--- src/rtl/maze_cell_arbiter_if.sv ---
// maze_cell_arbiter_if: carver/display request ports plus the single-port cell RAM port.
interface maze_cell_arbiter_if #(
  parameter int ADDR_W = 13,
  parameter int CELL_W = 2
);
  logic              carv_req;
  logic              carv_we;
  logic              carv_lock;
  logic [ADDR_W-1:0] carv_addr;
  logic [CELL_W-1:0] carv_wdata;
  logic              carv_gnt;
  logic              carv_rvalid;
  logic [CELL_W-1:0] carv_rdata;
  logic              disp_req;
  logic [ADDR_W-1:0] disp_addr;
  logic              disp_gnt;
  logic              disp_rvalid;
  logic [CELL_W-1:0] disp_rdata;
  logic              mem_en;
  logic              mem_we;
  logic [ADDR_W-1:0] mem_addr;
  logic [CELL_W-1:0] mem_wdata;
  logic [CELL_W-1:0] mem_rdata;
  modport slave (
    input  carv_req, carv_we, carv_lock, carv_addr, carv_wdata, disp_req, disp_addr, mem_rdata,
    output carv_gnt, carv_rvalid, carv_rdata, disp_gnt, disp_rvalid, disp_rdata,
           mem_en, mem_we, mem_addr, mem_wdata
  );
  modport master (
    output carv_req, carv_we, carv_lock, carv_addr, carv_wdata, disp_req, disp_addr, mem_rdata,
    input  carv_gnt, carv_rvalid, carv_rdata, disp_gnt, disp_rvalid, disp_rdata,
           mem_en, mem_we, mem_addr, mem_wdata
  );
endinterface

--- src/rtl/maze_cell_arbiter.sv ---
// maze_cell_arbiter: shares one cell RAM port between the maze carver and the display reader.
module maze_cell_arbiter #(
  parameter int ADDR_W     = 13,
  parameter int CELL_W     = 2,
  parameter int STARVE_MAX = 4,
  parameter int LOCK_MAX   = 8
) (
  input logic clk,
  input logic reset,
  maze_cell_arbiter_if.slave bus
);
  localparam int SW = $clog2(STARVE_MAX + 1);
  localparam int LW = $clog2(LOCK_MAX + 1);
  typedef enum logic [1:0] {ARB, LOCKED, FORCE_DISP} state_e;
  state_e            state_q, state_d;
  logic [SW-1:0]     starve_q, starve_d;
  logic [LW-1:0]     lock_q, lock_d, lock_inc;
  logic              carv_gnt, disp_gnt, carv_rv_q, disp_rv_q;
  logic [CELL_W-1:0] carv_hold_q, disp_hold_q;
  logic [ADDR_W-1:0] addr_sel;
  always_comb begin
    carv_gnt = 1'b0;
    disp_gnt = 1'b0;
    state_d  = state_q;
    lock_inc = (lock_q == LW'(LOCK_MAX)) ? lock_q : lock_q + 1'b1;
    if (!reset) begin
      case (state_q)
        ARB: begin
          disp_gnt = bus.disp_req && !(bus.carv_req && starve_q == SW'(STARVE_MAX));
          carv_gnt = bus.carv_req && !disp_gnt;
          if (carv_gnt && bus.carv_lock) state_d = LOCKED;
        end
        LOCKED: begin
          carv_gnt = bus.carv_req;
          if (!bus.carv_req || !bus.carv_lock) state_d = ARB;
          else if (lock_inc == LW'(LOCK_MAX) && bus.disp_req) state_d = FORCE_DISP;
        end
        FORCE_DISP: begin
          disp_gnt = bus.disp_req;
          state_d  = ARB;
        end
        default: state_d = ARB;
      endcase
    end
    // the lock count rides along the LOCKED run and is cleared whenever arbitration resumes
    lock_d   = (state_d == ARB) ? '0 : carv_gnt ? lock_inc : lock_q;
    starve_d = (!bus.carv_req || carv_gnt) ? '0 :
               (starve_q == SW'(STARVE_MAX)) ? starve_q : starve_q + 1'b1;
  end
  always_ff @(posedge clk) begin
    if (reset) begin
      state_q     <= ARB;
      starve_q    <= '0;
      lock_q      <= '0;
      carv_rv_q   <= 1'b0;
      disp_rv_q   <= 1'b0;
      carv_hold_q <= '0;
      disp_hold_q <= '0;
    end else begin
      state_q   <= state_d;
      starve_q  <= starve_d;
      lock_q    <= lock_d;
      carv_rv_q <= carv_gnt && !bus.carv_we;
      disp_rv_q <= disp_gnt;
      if (carv_rv_q) carv_hold_q <= bus.mem_rdata;
      if (disp_rv_q) disp_hold_q <= bus.mem_rdata;
    end
  end
  assign addr_sel        = carv_gnt ? bus.carv_addr : disp_gnt ? bus.disp_addr : '0;
  assign bus.carv_gnt    = carv_gnt;
  assign bus.disp_gnt    = disp_gnt;
  assign bus.mem_en      = carv_gnt || disp_gnt;
  assign bus.mem_we      = carv_gnt && bus.carv_we;
  assign bus.mem_addr    = addr_sel;
  assign bus.mem_wdata   = carv_gnt ? bus.carv_wdata : '0;
  assign bus.carv_rvalid = carv_rv_q && !reset;
  assign bus.disp_rvalid = disp_rv_q && !reset;
  assign bus.carv_rdata  = reset ? '0 : carv_rv_q ? bus.mem_rdata : carv_hold_q;
  assign bus.disp_rdata  = reset ? '0 : disp_rv_q ? bus.mem_rdata : disp_hold_q;
endmodule

--- src/flat_wrapper.sv ---
// flat-port wrapper written by rule: the top's interface ports become plain ports
module maze_cell_arbiter_flat 
#(
  parameter int ADDR_W     = 13,
  parameter int CELL_W     = 2,
  parameter int STARVE_MAX = 4,
  parameter int LOCK_MAX   = 8
)
  (clk, reset, bus_carv_req, bus_carv_we, bus_carv_lock, bus_carv_addr, bus_carv_wdata, bus_disp_req, bus_disp_addr, bus_mem_rdata, bus_carv_gnt, bus_carv_rvalid, bus_carv_rdata, bus_disp_gnt, bus_disp_rvalid, bus_disp_rdata, bus_mem_en, bus_mem_we, bus_mem_addr, bus_mem_wdata);
  maze_cell_arbiter_if #(.ADDR_W(ADDR_W), .CELL_W(CELL_W)) bus_i ();
  input logic clk;
  input logic reset;
  input wire logic [$bits(bus_i.carv_req)-1:0] bus_carv_req;
  input wire logic [$bits(bus_i.carv_we)-1:0] bus_carv_we;
  input wire logic [$bits(bus_i.carv_lock)-1:0] bus_carv_lock;
  input wire logic [$bits(bus_i.carv_addr)-1:0] bus_carv_addr;
  input wire logic [$bits(bus_i.carv_wdata)-1:0] bus_carv_wdata;
  input wire logic [$bits(bus_i.disp_req)-1:0] bus_disp_req;
  input wire logic [$bits(bus_i.disp_addr)-1:0] bus_disp_addr;
  input wire logic [$bits(bus_i.mem_rdata)-1:0] bus_mem_rdata;
  output wire logic [$bits(bus_i.carv_gnt)-1:0] bus_carv_gnt;
  output wire logic [$bits(bus_i.carv_rvalid)-1:0] bus_carv_rvalid;
  output wire logic [$bits(bus_i.carv_rdata)-1:0] bus_carv_rdata;
  output wire logic [$bits(bus_i.disp_gnt)-1:0] bus_disp_gnt;
  output wire logic [$bits(bus_i.disp_rvalid)-1:0] bus_disp_rvalid;
  output wire logic [$bits(bus_i.disp_rdata)-1:0] bus_disp_rdata;
  output wire logic [$bits(bus_i.mem_en)-1:0] bus_mem_en;
  output wire logic [$bits(bus_i.mem_we)-1:0] bus_mem_we;
  output wire logic [$bits(bus_i.mem_addr)-1:0] bus_mem_addr;
  output wire logic [$bits(bus_i.mem_wdata)-1:0] bus_mem_wdata;
  assign bus_i.carv_req = bus_carv_req;
  assign bus_i.carv_we = bus_carv_we;
  assign bus_i.carv_lock = bus_carv_lock;
  assign bus_i.carv_addr = bus_carv_addr;
  assign bus_i.carv_wdata = bus_carv_wdata;
  assign bus_i.disp_req = bus_disp_req;
  assign bus_i.disp_addr = bus_disp_addr;
  assign bus_i.mem_rdata = bus_mem_rdata;
  assign bus_carv_gnt = bus_i.carv_gnt;
  assign bus_carv_rvalid = bus_i.carv_rvalid;
  assign bus_carv_rdata = bus_i.carv_rdata;
  assign bus_disp_gnt = bus_i.disp_gnt;
  assign bus_disp_rvalid = bus_i.disp_rvalid;
  assign bus_disp_rdata = bus_i.disp_rdata;
  assign bus_mem_en = bus_i.mem_en;
  assign bus_mem_we = bus_i.mem_we;
  assign bus_mem_addr = bus_i.mem_addr;
  assign bus_mem_wdata = bus_i.mem_wdata;
  maze_cell_arbiter #(.ADDR_W(ADDR_W), .CELL_W(CELL_W), .STARVE_MAX(STARVE_MAX), .LOCK_MAX(LOCK_MAX)) u_core (.clk(clk), .reset(reset), .bus(bus_i));
endmodule
--- config.mk ---
export PLATFORM = sky130hd
export DESIGN_NAME = maze_cell_arbiter_flat
export DESIGN_NICKNAME = d
export VERILOG_FILES = /design/src/rtl/maze_cell_arbiter_if.sv /design/src/rtl/maze_cell_arbiter.sv /design/src/flat_wrapper.sv
export SDC_FILE = /design/constraint.sdc
export NUM_CORES = 1
export LEC_CHECK = 0
export ABC_AREA = 1
export CELL_PAD_IN_SITES_DETAIL_PLACEMENT = 1
export CELL_PAD_IN_SITES_GLOBAL_PLACEMENT = 1
export CORE_UTILIZATION = 25
export DETAILED_ROUTE_END_ITERATION = 6
export PLACE_DENSITY = 0.85
export SLEW_MARGIN = 5
export SYNTH_ARGS = -nofsm -noshare
export SYNTH_HDL_FRONTEND = slang
export SYNTH_SLANG_ARGS = --single-unit
export TNS_END_PERCENT = 10
--- constraint.sdc ---
create_clock -name clk -period 3.1 [get_ports clk]
set_input_delay 0.62 -clock clk [delete_from_list [all_inputs] [get_ports clk]]
set_output_delay 0.62 -clock clk [all_outputs]
set_load 0.01 [all_outputs]
==> impl_metrics.yaml <==
clock_tree:
  numClockSinks: 15
  root_buffer: "clkbuf_8"
  cts.htree.levels: 1
  clk_path_buf_depth: 2
  tritoncts: "built"
  clk_pin_slew_ns: 0.06
  numCtsBuffers: 3
  clock_latency_ns: 0.25
placed_design:
  dp_hpwl_mm: 2.488
  gp_congestion: 0.7781
  place_area_mm2: 0.001632
  numPortBuffers: 60
route:
  vias_per_cell: 4.457
  drt_iter0_markers: 6
  vias: 1190
  drt-pass1-iter-count: 2
  post-route-drc-count: 0
  wl_mm: 2.992
  antenna_left: 0
  wl_per_cell_um: 11.21
global_routing:
  grtUsageTotal_pct: 15.90
  overflow: 0
  antenna_found_initial: 0
  grt_max_degree: 19
  grt_first_pass_wirelength_mm: 5.161
  first_global_vias: 1214
synthesis:
  synth_top_area_share_pct: 30.69
  yosys_warnings: 0
  yosysSeqAreaShare_pct: 30.69
  synth-seq-cells: 15
  synth.top_cells.by_area: "dfxtp_1 31%, nand2_1 21%, nor2_1 7.3%, inv_1 6.9%, a21oi_1 5.6%"
  syn_area_per_cell_um2: 6.313
  synth_cell_types: 20
  synth_largest_area_cell: "dfxtp_1"
  netlist_instances: 155
  netlist_area_um2: 978.4
  syn_nets: 195
die:
  fp.dieH_um: 64.56
  die_w_um: 64.56
  dieArea_mm2: 0.004168
  initial_core_util_pct: 26.33
  fp-row-count: 22
  core_area_mm2: 0.003716
  pin_count: 61
layout:
  antenna_cells: 0
  fin_area_mm2: 0.001682
  n_fill_cell: 494
  drive_gt1_share_pct: 10.05
  multi_input_area_um2: 558.0
  seq_area_um2: 300.3
  nNetsFinal: 260
  area_growth_pct: 71.87
sta:
  tightest_slew_ns: 0.2686
  tns_ns: 0
  setup_viol: 0
  hold_viol_final: 0
  rsz0062_at_grt: "false"
  maxSlewViolCount: 0
  whs_ns: 0.4885
  post-route-period-util_pct: 95.24
  skew_ns: 0.0005497
  min_period_ns: 2.952
  max_freq_mhz: 338.7
  slew_headroom_pct: 82.03
outcome:
  status: "finished, final reports clean"
setup_path:
  required_ns: 2.48
  reg2reg_to: "u_core.starve_q[1]"
  r2r_setup_slack_ns: 1.53
  ff2ff_path_depth: 10
  r2r_start: "u_core.starve_q[0]"
  endpoint_kind: "primary output"
  cp-start-kind: "input port"
  worstPathArrival_ns: 2.33
  crit_type: "in -> out"
  cp_max_fo: 18
min_path:
  hold_start: "u_core.starve_q[1]"
  worstHoldEndpoint: "u_core.starve_q[1]"
  holdCritPathClass: "reg -> reg"
  holdPathStages: 2
power_and_ir_drop:
  ir_worst_vdd_mv: 0.2064
  power_leakage_uw: 0.0007744
  power_density_mw_per_mm2: 297.7
job:
  max-cap-violations: 0
-- Yosys cell counts --
cell type,number
nand3_2,2
nand4_1,3
ha_1,4
inv_1,18
inv_2,6
a21oi_1,11
o21ai_0,4
xnor2_1,1
nor3_4,1
o21ai_1,1
nand2_1,55
a31oi_1,1
nand3b_4,1
buf_6,2
o21ai_2,1
nor2_1,19
nand3_1,4
dfxtp_1,15
nand2_2,5
buf_4,1
-- layout make-up --
cell class | instances | area share [%]
Sequential cell | 15 | 17.86
Tap cell | 48 | 3.571
Inverter | 24 | 5.655
Timing Repair Buffer | 63 | 37.05
Clock buffer | 4 | 2.679
Multi-Input combinational cell | 113 | 33.18
-- worst max path at each step --
stage,startpoint,end
floorplan,u_core.starve_q[0],bus_mem_addr[10]
global placement,bus_carv_req,bus_mem_addr[0]
detailed placement,bus_carv_req,bus_mem_addr[3]
CTS,bus_carv_req,bus_mem_addr[3]
global route,bus_carv_req,bus_mem_addr[0]
finish,bus_carv_req,bus_mem_addr[3]
-- through the flow --
stage                     setup slack [ns]  instances  power, uW  utilization, %
after floorplan                      1.146        155      253.3               -
after global placement             0.08315        263      341.1           43.91
after detailed placement           0.03435        263      343.9           43.91
after CTS                          0.03401        267      510.7           45.12
after global routing               0.02222        267      532.3           45.25
final                               0.1476        267      500.6           45.25
-- cells in the final DEF (no fill, tap or decap), drive strengths merged --
| cell type | synthesis | layout |
|---|---|---|
| clkdlybuf4s50 | 0 | 60 |
| nand2 | 60 | 60 |
| inv | 24 | 24 |
| nor2 | 19 | 19 |
| dfxtp | 15 | 15 |
| a21oi | 11 | 11 |
| o21ai | 6 | 6 |
| nand3 | 6 | 6 |
| ha | 4 | 4 |
| clkbuf | 0 | 4 |
| nand4 | 3 | 3 |
| buf | 3 | 3 |
| nor3 | 1 | 1 |
| a31oi | 1 | 1 |
| nand3b | 1 | 1 |
| xnor2 | 1 | 1 |
-- registers in the layout, indices dropped and copies added, names as in the netlist --
register / count
u_core.carv_hold_q: 2
u_core.disp_hold_q: 2
u_core.lock_q: 4
u_core.disp_rv_q: 1
u_core.carv_rv_q: 1
u_core.state_q: 2
u_core.starve_q: 3
-- power breakdown --
| part | switching (uW) | internal (uW) |
|---|---|---|
| sequential | 2.72 | 199 |
| clock | 70.1 | 91.3 |
| combinational | 54.4 | 83.4 |
-- timing repair --
action,4_1_cts,5_1_grt
resized for setup,0,3
buffers inserted,0,0
endpoints found under the setup margin,0,13
hold buffers,0,0
-- kinds of logic (layout without fill, tap and decap cells) --
logic type	Yosys count	count (layout)	share of synthesized area, %
AND/OR/NAND/NOR	90	90	41.31
buffers and inverters	27	91	12.28
AO/OA/AOI/OAI	18	18	9.719
flip-flops	15	15	30.69
adder cells (fa/ha/maj)	4	4	5.115
XOR/XNOR	1	1	0.8953
-- critical path, stage by stage --
cell             delay (ns)
clkdlybuf4s50_1        0.58
inv_2                  0.08
nor3_4                 0.12
nand2_2                0.09
inv_4                  0.16
nand2_1                0.08
nand2_1                0.07
clkdlybuf4s50_1        0.53
-- layer usage --
metal  vias to the layer above  global-route usage (%)  routed length, um
li1                        603                       -                  -
met1                       521                   16.95               1247
met2                        64                   28.95               1382
met3                         2                   5.106                327
met4                         0                   5.833                 34
met5                         -                       0                  0
(Power assumes the default switching activity.)
